### src/rtl/ecap5_dproc_pkg.sv
// ============================================================================
//  Module      : ecap5_dproc_pkg
//  Description : Shared memory-size encodings, the write-back FSM state type
//                and the lane-offset helper used by the wbm stage.
//  Revision    : 1.0 - initial release
// ============================================================================
`default_nettype none

package ecap5_dproc_pkg;

  localparam logic [1:0] MEM_BYTE = 2'b00;
  localparam logic [1:0] MEM_HALF = 2'b01;
  localparam logic [1:0] MEM_WORD = 2'b10;

  typedef enum logic [1:0] {
    IDLE = 2'd0,
    MEM  = 2'd1,
    WB   = 2'd2
  } wbm_state_t;

  // Byte lane of the access; low address bits that cannot select a lane are dropped.
  function automatic logic [1:0] lane_offset(input logic [1:0] size, input logic [1:0] a);
    case (size)
      MEM_BYTE: return a;
      MEM_HALF: return {a[1], 1'b0};
      default:  return 2'b00;
    endcase
  endfunction

endpackage

`default_nettype wire

### src/rtl/wbm_lane_align.sv
// ============================================================================
//  Module      : wbm_lane_align
//  Description : Combinational byte-lane steering: store lane enables and data
//                shift, load data shift and sign/zero extension.
//  Revision    : 1.0 - initial release
// ============================================================================
`default_nettype none

module wbm_lane_align
  import ecap5_dproc_pkg::*;
(
  input  logic [1:0]  i_st_size,
  input  logic [1:0]  i_st_addr,
  input  logic [31:0] i_st_wdata,
  output logic [3:0]  o_st_sel,
  output logic [31:0] o_st_wdata,
  input  logic [1:0]  i_ld_size,
  input  logic [1:0]  i_ld_addr,
  input  logic        i_ld_unsigned,
  input  logic [31:0] i_rdata,
  output logic [31:0] o_ld_data
);

  logic [1:0]  w_st_lane;
  logic [1:0]  w_ld_lane;
  logic [31:0] w_ld_shift;
  logic        w_ld_sign;

  always_comb begin
    w_st_lane  = lane_offset(i_st_size, i_st_addr);
    o_st_wdata = i_st_wdata << {w_st_lane, 3'b000};
    case (i_st_size)
      MEM_BYTE: o_st_sel = 4'b0001 << w_st_lane;
      MEM_HALF: o_st_sel = 4'b0011 << w_st_lane;
      default:  o_st_sel = 4'b1111;
    endcase
  end

  always_comb begin
    w_ld_lane  = lane_offset(i_ld_size, i_ld_addr);
    w_ld_shift = i_rdata >> {w_ld_lane, 3'b000};
    w_ld_sign  = 1'b0;
    case (i_ld_size)
      MEM_BYTE: begin
        w_ld_sign = ~i_ld_unsigned & w_ld_shift[7];
        o_ld_data = {{24{w_ld_sign}}, w_ld_shift[7:0]};
      end
      MEM_HALF: begin
        w_ld_sign = ~i_ld_unsigned & w_ld_shift[15];
        o_ld_data = {{16{w_ld_sign}}, w_ld_shift[15:0]};
      end
      default:  o_ld_data = w_ld_shift;
    endcase
  end

endmodule

`default_nettype wire

### src/rtl/wbm.sv
// ============================================================================
//  Module      : wbm
//  Description : ECAP5-DPROC write-back/memory stage; one optional data-memory
//                access per transfer, then a register-file write.
//                Optional misalignment trap: ECAP5_DPROC_MISALIGN_CHECK_EN.
//  Revision    : 1.0 - initial release
// ============================================================================
`default_nettype none

module wbm
  import ecap5_dproc_pkg::*;
(
  input  logic        clk_i,
  input  logic        rst_i,
  input  logic        input_valid_i,
  output logic        input_ready_o,
  input  logic        result_write_i,
  input  logic [4:0]  result_addr_i,
  input  logic [31:0] result_i,
  input  logic        branch_i,
  input  logic [19:0] branch_offset_i,
  input  logic        mem_read_i,
  input  logic        mem_write_i,
  input  logic [1:0]  mem_size_i,
  input  logic        mem_unsigned_i,
  input  logic [31:0] mem_wdata_i,
  output logic        mem_req_o,
  output logic        mem_we_o,
  output logic [31:0] mem_addr_o,
  output logic [3:0]  mem_sel_o,
  output logic [31:0] mem_wdata_o,
  input  logic        mem_ack_i,
  input  logic [31:0] mem_rdata_i,
`ifdef ECAP5_DPROC_MISALIGN_CHECK_EN
  output logic        misaligned_o,
`endif
  output logic        reg_write_o,
  output logic [4:0]  reg_addr_o,
  output logic [31:0] reg_data_o,
  output logic        branch_o,
  output logic [19:0] branch_offset_o
);

  wbm_state_t  r_state;
  wbm_state_t  w_next_state;

  logic        r_is_load;
  logic        r_write;
  logic [1:0]  r_size;
  logic [1:0]  r_lane;
  logic        r_unsigned;

  logic        w_accept;
  logic        w_is_mem;
  logic        w_misaligned;
  logic        w_go_mem;
  logic [3:0]  w_st_sel;
  logic [31:0] w_st_wdata;
  logic [31:0] w_ld_data;

  assign input_ready_o = (r_state == IDLE);
  assign w_accept      = input_valid_i && input_ready_o;
  assign w_is_mem      = mem_read_i || mem_write_i;

`ifdef ECAP5_DPROC_MISALIGN_CHECK_EN
  assign w_misaligned  = ((mem_size_i == MEM_HALF) && result_i[0])
                      || (mem_size_i[1] && (result_i[1:0] != 2'b00));
`else
  assign w_misaligned  = 1'b0;
`endif

  assign w_go_mem = w_is_mem && !w_misaligned;

  wbm_lane_align u_lane_align (
    .i_st_size     (mem_size_i),
    .i_st_addr     (result_i[1:0]),
    .i_st_wdata    (mem_wdata_i),
    .o_st_sel      (w_st_sel),
    .o_st_wdata    (w_st_wdata),
    .i_ld_size     (r_size),
    .i_ld_addr     (r_lane),
    .i_ld_unsigned (r_unsigned),
    .i_rdata       (mem_rdata_i),
    .o_ld_data     (w_ld_data)
  );

  always_ff @(posedge clk_i or negedge rst_i) begin
    if (!rst_i) r_state <= IDLE;
    else        r_state <= w_next_state;
  end

  // A misaligned memory transfer stays in IDLE; only its trap pulse remains.
  always_comb begin
    w_next_state = r_state;
    case (r_state)
      IDLE: begin
        if (w_accept) begin
          if (w_go_mem)       w_next_state = MEM;
          else if (!w_is_mem) w_next_state = WB;
        end
      end
      MEM:     if (mem_ack_i) w_next_state = WB;
      WB:      w_next_state = IDLE;
      default: w_next_state = IDLE;
    endcase
  end

  always_ff @(posedge clk_i or negedge rst_i) begin
    if (!rst_i) begin
      r_is_load       <= 1'b0;
      r_write         <= 1'b0;
      r_size          <= MEM_BYTE;
      r_lane          <= 2'b00;
      r_unsigned      <= 1'b0;
      mem_req_o       <= 1'b0;
      mem_we_o        <= 1'b0;
      mem_addr_o      <= 32'd0;
      mem_sel_o       <= 4'd0;
      mem_wdata_o     <= 32'd0;
      reg_write_o     <= 1'b0;
      reg_addr_o      <= 5'd0;
      reg_data_o      <= 32'd0;
      branch_o        <= 1'b0;
      branch_offset_o <= 20'd0;
`ifdef ECAP5_DPROC_MISALIGN_CHECK_EN
      misaligned_o    <= 1'b0;
`endif
    end else begin
      branch_o    <= w_accept && branch_i;
      reg_write_o <= 1'b0;
`ifdef ECAP5_DPROC_MISALIGN_CHECK_EN
      misaligned_o <= w_accept && w_is_mem && w_misaligned;
`endif
      if (w_accept) begin
        branch_offset_o <= branch_offset_i;
        r_is_load       <= mem_read_i;
        r_write         <= result_write_i;
        r_size          <= mem_size_i;
        r_lane          <= result_i[1:0];
        r_unsigned      <= mem_unsigned_i;
        reg_addr_o      <= result_addr_i;
        if (w_go_mem) begin
          mem_req_o   <= 1'b1;
          mem_we_o    <= !mem_read_i;
          mem_addr_o  <= {result_i[31:2], 2'b00};
          mem_sel_o   <= w_st_sel;
          mem_wdata_o <= w_st_wdata;
        end else if (!w_is_mem) begin
          reg_write_o <= result_write_i && (result_addr_i != 5'd0);
          reg_data_o  <= result_i;
        end
      end
      if ((r_state == MEM) && mem_ack_i) begin
        mem_req_o   <= 1'b0;
        reg_write_o <= r_is_load && r_write && (reg_addr_o != 5'd0);
        if (r_is_load) reg_data_o <= w_ld_data;
      end
    end
  end

endmodule

`default_nettype wire
### config.mk
export PLATFORM = sky130hd
export DESIGN_NAME = wbm
export DESIGN_NICKNAME = d
export VERILOG_FILES = /design/src/rtl/ecap5_dproc_pkg.sv /design/src/rtl/wbm_lane_align.sv /design/src/rtl/wbm.sv
export SDC_FILE = /design/constraint.sdc
export NUM_CORES = 1
export LEC_CHECK = 0
export ABC_AREA = 1
export BUFFER_PORTS_ARGS = -buffer_cell sky130_fd_sc_hd__buf_2
export CELL_PAD_IN_SITES_DETAIL_PLACEMENT = 2
export CELL_PAD_IN_SITES_GLOBAL_PLACEMENT = 2
export CORE_MARGIN = 1.5
export CORE_UTILIZATION = 26
export CTS_CLUSTER_DIAMETER = 150
export DETAILED_ROUTE_END_ITERATION = 12
export PLACE_DENSITY_LB_ADDON = 0.08
export SYNTH_ARGS = -nofsm -noshare
export SYNTH_HDL_FRONTEND = slang
export SYNTH_HIERARCHICAL = 1
export SYNTH_SLANG_ARGS = --single-unit
### constraint.sdc
create_clock -name clk_i -period 1.9 [get_ports clk_i]
set_clock_uncertainty 0.2 [all_clocks]
set_input_delay 0.19 -clock clk_i [delete_from_list [all_inputs] [get_ports clk_i]]
set_output_delay 0.19 -clock clk_i [all_outputs]
set_load 0.1 [all_outputs]
# Word level (Yosys, flattened, before mapping)
# Index checks and enable logic that the tools add are counted.
# word_totals
romBits	0
mem_bits_rw	0
output_inout_bits	130
reg_bits	136
latch_bits	0
memories	0
# op_classes
order_cmp	0
n_reduce_logical	18
n_mul	0
eq_ne	5
n_addsub	0
bitwise_logic	3
muxes	18
n_div	0
shifts	4
# op_table
operator	count
two-way mux 32 bit	4
case mux 32 bit (2 select lines)	1
left shift 32 x 5 -> 32 bit	1
>> shifter 32 x 5 -> 32 bit	1
case mux 2 bit (2 select lines)	3
nonzero test 5 bit	2
case mux 4 bit (2 select lines)	1
== test 2 x 1 -> 1 bit (second input constant)	3
logical AND 1 bit	6
zero test 2 bit	3
two-way mux 1 bit	6
two-way mux 2 bit	3
AND reduction 2 bit	3
nonzero test 2 bit	2
left shift 1 x 2 -> 4 bit (first input constant)	1
left shift 2 x 2 -> 4 bit (first input constant)	1
bitwise AND 1 bit	2
inequality test 2 x 1 -> 1 bit (second input constant)	1
inequality test 2 bit (second input constant)	1
zero test 1 bit	1
logical OR 1 bit	1
NOT 1 bit	1

# Longest topological paths before layout
# Gate-level depths: netlist of run 1.
# logic_depth
word_depth	7
depth_mapped	11
depth_no_buf	10

# By module
# Netlist of run 1, hierarchy kept.
# by_module_without_submodules
module	seq_area_each_um2	n_inst	cells_per_inst	area_per_inst_um2
wbm	3403.3	1	692	5726.7
wbm_lane_align	0.0	1	274	1327.5

# Worst setup path before layout of run 1
# Ideal clock, no wire load.
# synth_path
kind	reg2reg
start	register r_state[0]
end	register reg_data_o[22]
setup_time_ps	120
arrival_time_ps	1957
period_less_slack_ps	2277
path_stages_with_launch	6
slack_ps	-377
path_cell_list	dfrtp_1 > nor2_4 > clkbuf_1 > nand4_1 > nand3_1 > nand2_1
# synth_between
elab_chain_cells	5
# synth_rtl
item	line_no	text
from (decl)	wbm.sv:44	wbm_state_t r_state;
from (signal assigned)	wbm.sv:89	else r_state <= w_next_state;
zero test 2 bit (*)	wbm.sv:61	assign input_ready_o = (r_state == IDLE);
named net input_ready_o	wbm.sv:16	output logic input_ready_o,
logical AND 1 bit (*)	wbm.sv:62	assign w_accept = input_valid_i && input_ready_o;
two-way mux 32 bit (*)	wbm.sv:134	if (w_accept) begin
two-way mux 32 bit	wbm.sv:156	if (r_is_load) reg_data_o <= w_ld_data;
two-way mux 32 bit (*)	wbm.sv:153	if ((r_state == MEM) && mem_ack_i) begin
to (signal assigned)	wbm.sv:150	reg_data_o <= result_i;
to (signal assigned)	wbm.sv:156	
to (decl)	wbm.sv:39	output logic [31:0] reg_data_o,
# The timed path passes the listed nets; every way through them passes the cells marked *.
# A chain may end at the register's enable or synchronous reset.

# Final worst setup path of run 1
# layout_path
start	register r_size[1]
end	register reg_data_o[11]
# layout_between
elab_chain_cells	7
# layout_rtl
item	line_no	text
from (decl)	wbm.sv:49	logic [1:0] r_size;
from (signal assigned)	wbm.sv:138	r_size <= mem_size_i;
== test 2 x 1 -> 1 bit / zero test 2 bit (equally long branches)	ecap5_dproc_pkg.sv:23, wbm_lane_align.sv:43	
case mux 2 bit (2 select lines)	ecap5_dproc_pkg.sv:23	case (size)
>> shifter 32 x 5 -> 32 bit	wbm_lane_align.sv:41	w_ld_shift = i_rdata >> {w_ld_lane, 3'b000};
bitwise AND 1 bit	wbm_lane_align.sv:45	w_ld_sign = ~i_ld_unsigned & w_ld_shift[7];
case mux 32 bit (2 select lines) (*)	wbm_lane_align.sv:43	case (i_ld_size)
named net w_ld_data[11]	wbm.sv:59	logic [31:0] w_ld_data;
two-way mux 32 bit (*)	wbm.sv:156	
two-way mux 32 bit (*)	wbm.sv:153	
# Marks and branches as above.

==> impl_metrics.yaml, run 1 <==
status:
  status: "finished, violations left"
  violations: "negative hold slack"
drt:
  drtIter0Drc: 296
  num_vias: 7677
  vias_per_cell: 4.60
  route.detailed.drc: 0
  wl_per_cell_microns: 18.3
  drtAntennaViolNets: 0
  wirelength_microns: 30400
  firstDrtPassIters: 4
global_routing:
  grt_pass1_wl_microns: 47000
  grt_pass1_vias: 8228
  overflow: 0
  grt_use_total_pct: 21.7
  grt_max_degree: 72
  antenna_found_initial: 0
sta:
  hold_viol_final: 1
  worstMarginPinSlew_ns: 0.533
  slew_violations: 0
  maxSlewHeadroom_pct: 64.7
  timing.hold.ws_ns: -0.00453
  setup_viol: 0
  grt_setup_unrepaired: "yes"
  fmax_mhz: 534
  period_needed_ns: 1.87
  setup_tns_ns: 0
  finalCritPeriodShare_pct: 98.6
  setup_slack_ns: 0.0269
power_and_ir_drop:
  p_leak_uw: 0.00585
  pwr_density_cell_nw_per_um2: 2080
  finalPower_uw: 22000
  peakVddDrop_mv: 1.02
floorplanning:
  die_h_microns: 168
  rows: 60
  initial_core_util_pct: 26.3
  core_sq_um: 26800
  ioPinCount: 262
  die_width_microns: 168
  die-area_sq_um: 28100
yosys:
  ys_types: 30
  synth-seq-area-share_pct: 48.2
  syn_inst: 966
  yosysTopAreaCellShare_pct: 48.2
  ys_dominant_reg_cell: "dfrtp_1"
  yosysMostFrequentCell: "nand2_1"
  synth_common_cells: "nand2_1 (386), dfrtp_1 (136), inv_1 (107), o21ai_0 (87), nand3_1 (61)"
  ys_ff_latch: 136
  syn_avg_cell_area_sq_um: 7.30
  yosysTopAreaCell: "dfrtp_1"
  synth_area_sq_um: 7050
  synth-async-reset-ratio_pct: 100
  yosys_warnings: 6
  synth-edff-count: 0
  yosys-top-cells-area: "dfrtp_1 (48%), nand2_1 (21%), o21ai_0 (6.2%)"
worst_setup_path:
  cp-end-kind: "register"
  crit_required_ns: 2.02
  rr_worst_depth: 10
  r2r_start: "r_size[1]$_DFFE_PN0P_"
  start_kind: "register"
  r2r_setup_slack_ns: 0.03
  path_class: "reg -> reg"
  reg2reg_to: "reg_data_o[11]$_DFF_PN0_"
  critPathMaxFanout: 6
  critPathArrivalTime_ns: 1.99
place:
  dpl.hpwl_microns: 21700
  portBuffers: 259
  pre_cts_ws_ns: 0.0509
  gp_congestion: 0.789
job:
  drv_cap: 0
clock_tree:
  numClockSinks: 136
  path_clk_slew_ns: 0.07
  cts_tree: "built"
  cts_made_buffers: 17
  clock_latency_ns: 0.43
  h-tree-depth: 4
  max-clock-path-buffers: 2
  clockRootBuffer: "clkbuf_16"
final_layout:
  antennaDiodeCount: 0
  ff_latch_area_sq_um: 3400
  area_delta_synth_final_pct: 49.6
  final_nets: 1446
  drive_gt1_share_pct: 27.7
  fillers: 3098
  multi_input_area_sq_um: 3000
worst_hold_path:
  hp-start: "mem_wdata_i[27]"
  hold_class: "in -> reg"
  min_to: "mem_wdata_o[27]$_DFFE_PN0P_"
  hold_depth: 5
## how the worst max path moves through the flow
stage,startpoint,end,slack (ns)
detailed placement,r_size[0]$_DFFE_PN0P_,reg_data_o[18]$_DFF_PN0_,0.05
finish,r_size[1]$_DFFE_PN0P_,reg_data_o[11]$_DFF_PN0_,0.03
global route,r_size[1]$_DFFE_PN0P_,reg_data_o[10]$_DFF_PN0_,-0.07
global placement,r_state[0]$_DFFE_PN0P_,reg_data_o[22]$_DFF_PN0_,0.08
floorplan,r_state[0]$_DFFE_PN0P_,reg_data_o[22]$_DFF_PN0_,0.15
CTS,mem_size_i[0],mem_wdata_o[4]$_DFFE_PN0P_,0.008
## through the flow
stage               utilization [%]  hold WS [ns]  std cells  cell area [sq um]
detailed placement             33.2       -0.0510       1541               8910
finish                         39.4      -0.00453       1668              10600
global route                   39.4        0.0252       1668              10600
floorplan                         -        -0.306        967               7060
global placement               33.2       -0.0524       1541               8910
CTS                            38.6     0.0000900       1658              10300
## metal layers
layer | wire, microns | share of wire [%] | vias up | track usage (%)
met1 | 15000 | 49 | 3764 | 30.6
met3 | 1130 | 3.7 | 18 | 3.33
met5 | 0 | 0 | - | 0
li1 | - | - | 3725 | -
met4 | 255 | 0.84 | 0 | 4.35
met2 | 14100 | 46 | 170 | 35.2
## final cells by class
| type | count | share of cell area, % |
|---|---|---|
| multi-input cells | 661 | 28.4 |
| inverters | 113 | 4.13 |
| clock buffers | 17 | 4.03 |
| clock inverters | 15 | 1.51 |
| well taps | 341 | 4.04 |
| repair buffers | 385 | 25.6 |
| flip-flops and latches | 136 | 32.3 |
## logic make-up (layout without fill, tap and decap cells)
group	Yosys count	after routing	synth area share [%]
mux	3	3	0.426
compound gates	116	116	8.76
buf+inv	170	530	10.1
simple gates	540	540	32.4
flops	136	136	48.2
other cells	1	2	0.0532
## worst max-delay path: stages, from the launching register on
cell       delay [ns]
dfrtp_2          0.44
nor2_4           0.19
buf_6            0.13
nand3_1          0.07
nand3_2          0.10
nand2_2          0.07
nand2_4          0.11
clkbuf_16        0.16
o21ai_0          0.13
nand2_1          0.11
nand2_1          0.05
## registers in the layout, indices dropped and copies added, names as in the netlist, 2 cells and up
register,cells
reg_data_o,32
r_lane,2
mem_wdata_o,32
mem_sel_o,4
branch_offset_o,20
r_state,2
r_size,2
mem_addr_o,30
reg_addr_o,5
## cells in the final DEF (no fill, tap or decap), types with 8 or more instances in the layout
master / count
o211ai_1: 9
nand2_1: 383
dlygate4sd3_1: 85
clkbuf_16: 20
nand3_1: 59
inv_1: 105
o21ai_0: 77
buf_2: 257
dfrtp_1: 135
o21ai_1: 12
buf_12: 14
o22ai_1: 8
buf_4: 22
nor2_1: 31
nand4_1: 33
## where the power goes
group / leakage, uW / switching, uW / total (uW) / internal, uW
Clock: 0.000285 / 1580 / 3330 / 1760
Combinational: 0.00391 / 11400 / 13800 / 2380
Sequential: 0.00166 / 770 / 4840 / 4070
## timing repair
| item | in CTS | in global routing |
|---|---|---|
| hold endpoints to repair | 248 | 0 |
| resized for setup | 0 | 32 |
| setup endpoints to repair | 0 | 54 |
| hold buffers | 85 | 0 |
| setup buffers | 0 | 7 |
No activity file was read; power rests on OpenSTA's default activity.
==> run 2: changes to the inputs <==
- CTS_CLUSTER_SIZE: unset -> 30
- RECOVER_POWER: unset -> 25
==> impl_metrics.yaml, run 2 (synthesis gave the netlist of run 1 again) <==
place:
  dp.cells: 1541
  pre_cts_ws_ns: 0.0509
  dpl.hpwl_microns: 21700
  portBuffers: 259
  gp_congestion: 0.789
worst_setup_path:
  critPathArrivalTime_ns: 1.99
  critPathMaxFanout: 6
  cp-end-kind: "register"
  path_class: "reg -> reg"
  crit_required_ns: 2.02
  start_kind: "register"
sta:
  setup_viol: 0
  period_needed_ns: 1.87
  finalCritPeriodShare_pct: 98.6
  fmax_mhz: 534
  hold_viol_final: 1
  worstMarginPinSlew_ns: 1.21
  grt_setup_unrepaired: "yes"
  slew_violations: 0
  maxSlewHeadroom_pct: 19.1
  setup_slack_ns: 0.0269
  timing.hold.ws_ns: -0.00453
global_routing:
  grt_use_total_pct: 21.7
  antenna_found_initial: 0
  grt_pass1_wl_microns: 47000
  grt_max_degree: 72
  grt_pass1_vias: 8228
  overflow: 0
final_layout:
  fillers: 3099
  final_nets: 1446
  final_cells: 1668
  antennaDiodeCount: 0
  drive_gt1_share_pct: 27.7
  final_cell_mix: "nand2_1 (383), buf_2 (257), dfrtp_1 (135)"
  area_delta_synth_final_pct: 49.5
  largestRegisters: "mem_wdata_o (32), reg_data_o (32), mem_addr_o (30)"
  final_common_cell: "nand2_1"
  post-route-util_pct: 39.3
clock_tree:
  h-tree-depth: 4
  cts_tree: "built"
  clock_latency_ns: 0.43
  cts_made_buffers: 17
  numClockSinks: 136
  clockRootBuffer: "clkbuf_16"
  max-clock-path-buffers: 2
  path_clk_slew_ns: 0.07
floorplanning:
  ioPinCount: 262
  die-area_sq_um: 28100
  core_sq_um: 26800
  die_width_microns: 168
  initial_core_util_pct: 26.3
  rows: 60
  die_h_microns: 168
power_and_ir_drop:
  p_leak_uw: 0.00585
  switching_power_uw: 13800
  peakVddDrop_mv: 1.02
  pwr-share-clk_pct: 15.2
  power_frac_comb_pct: 62.8
  sequentialPowerShare_pct: 22.0
  p_int_uw: 8200
  pwr_density_cell_nw_per_um2: 2080
  switching_share_pct: 62.7
drt:
  vias_per_cell: 4.60
  drtAntennaViolNets: 0
  drtIter0Drc: 296
  wl_per_cell_microns: 18.3
  route.detailed.drc: 0
  num_vias: 7677
  firstDrtPassIters: 4
  wirelength_microns: 30400
status:
  violations: "negative hold slack"
  status: "finished, violations left"
job:
  drv_cap: 0
worst_hold_path:
  hold_class: "in -> reg"
run 2: power groups by stage:
stage | logic (uW) | clock network [uW] | registers (uW)
after detailed placement | 13400 | 0 | 4890
after global routing | 14500 | 3520 | 5000
final | 13800 | 3330 | 4840
after floorplan | 2550 | 0 | 12900
after global placement | 13200 | 0 | 4860
after CTS | 13600 | 3420 | 4860
run 2: stage by stage:
step	area, sq um	power [uW]	TNS (ns)
final	10500	22000	0
after global routing	10500	23000	-0.340
after CTS	10300	21800	0
after detailed placement	8910	18300	0
after global placement	8910	18100	0
after floorplan	7060	15500	0
run 2: per-layer routing:
metal	global-route usage, %	part of all wire [%]	up-vias
met1	30.6	49	3764
li1	-	-	3725
met2	35.2	46	170
met4	4.35	0.84	0
met3	3.33	3.7	18
met5	0	0	-
run 2: final timing paths:
check | startpoint | to | slack (ns) | cells after the start
min in group asynchronous | rst_i | mem_wdata_o[14]$_DFFE_PN0P_ | 0.33 | 2
worst min-delay path | mem_wdata_i[27] | mem_wdata_o[27]$_DFFE_PN0P_ | -0.005 | 5
worst max register to register | r_size[1]$_DFFE_PN0P_ | reg_data_o[11]$_DFF_PN0_ | 0.03 | 10
worst min register to register | mem_wdata_o[4]$_DFFE_PN0P_ | mem_wdata_o[4]$_DFFE_PN0P_ | 0.27 | 2
max in group asynchronous | rst_i | r_size[1]$_DFFE_PN0P_ | 0.33 | 3
worst max-delay path | r_size[1]$_DFFE_PN0P_ | reg_data_o[11]$_DFF_PN0_ | 0.03 | 10
run 2: worst max-delay path, stage by stage, from the launching register on:
cell and delay (ns):
dfrtp_2 0.44, nor2_4 0.19, buf_6 0.13, nand3_1 0.07, nand3_2 0.10, nand2_2 0.07
nand2_4 0.11, clkbuf_16 0.16, o21ai_0 0.13, nand2_1 0.11, nand2_1 0.05
run 2: timing repair:
action | CTS | global route
buffers inserted | 0 | 7
endpoints found under the hold margin | 248 | 0
endpoints found under the setup margin | 0 | 54
hold buffers | 85 | 0
resized for setup | 0 | 32
run 2: layout make-up:
type                    count  area, sq um  area share, %
well taps                 341          427           4.05
inverters                 113          435           4.13
clock buffers              17          425           4.03
repair buffers            385         2700           25.6
clock inverters            15          159           1.51
multi-input cells         661         3000           28.4
flip-flops and latches    136         3400           32.3
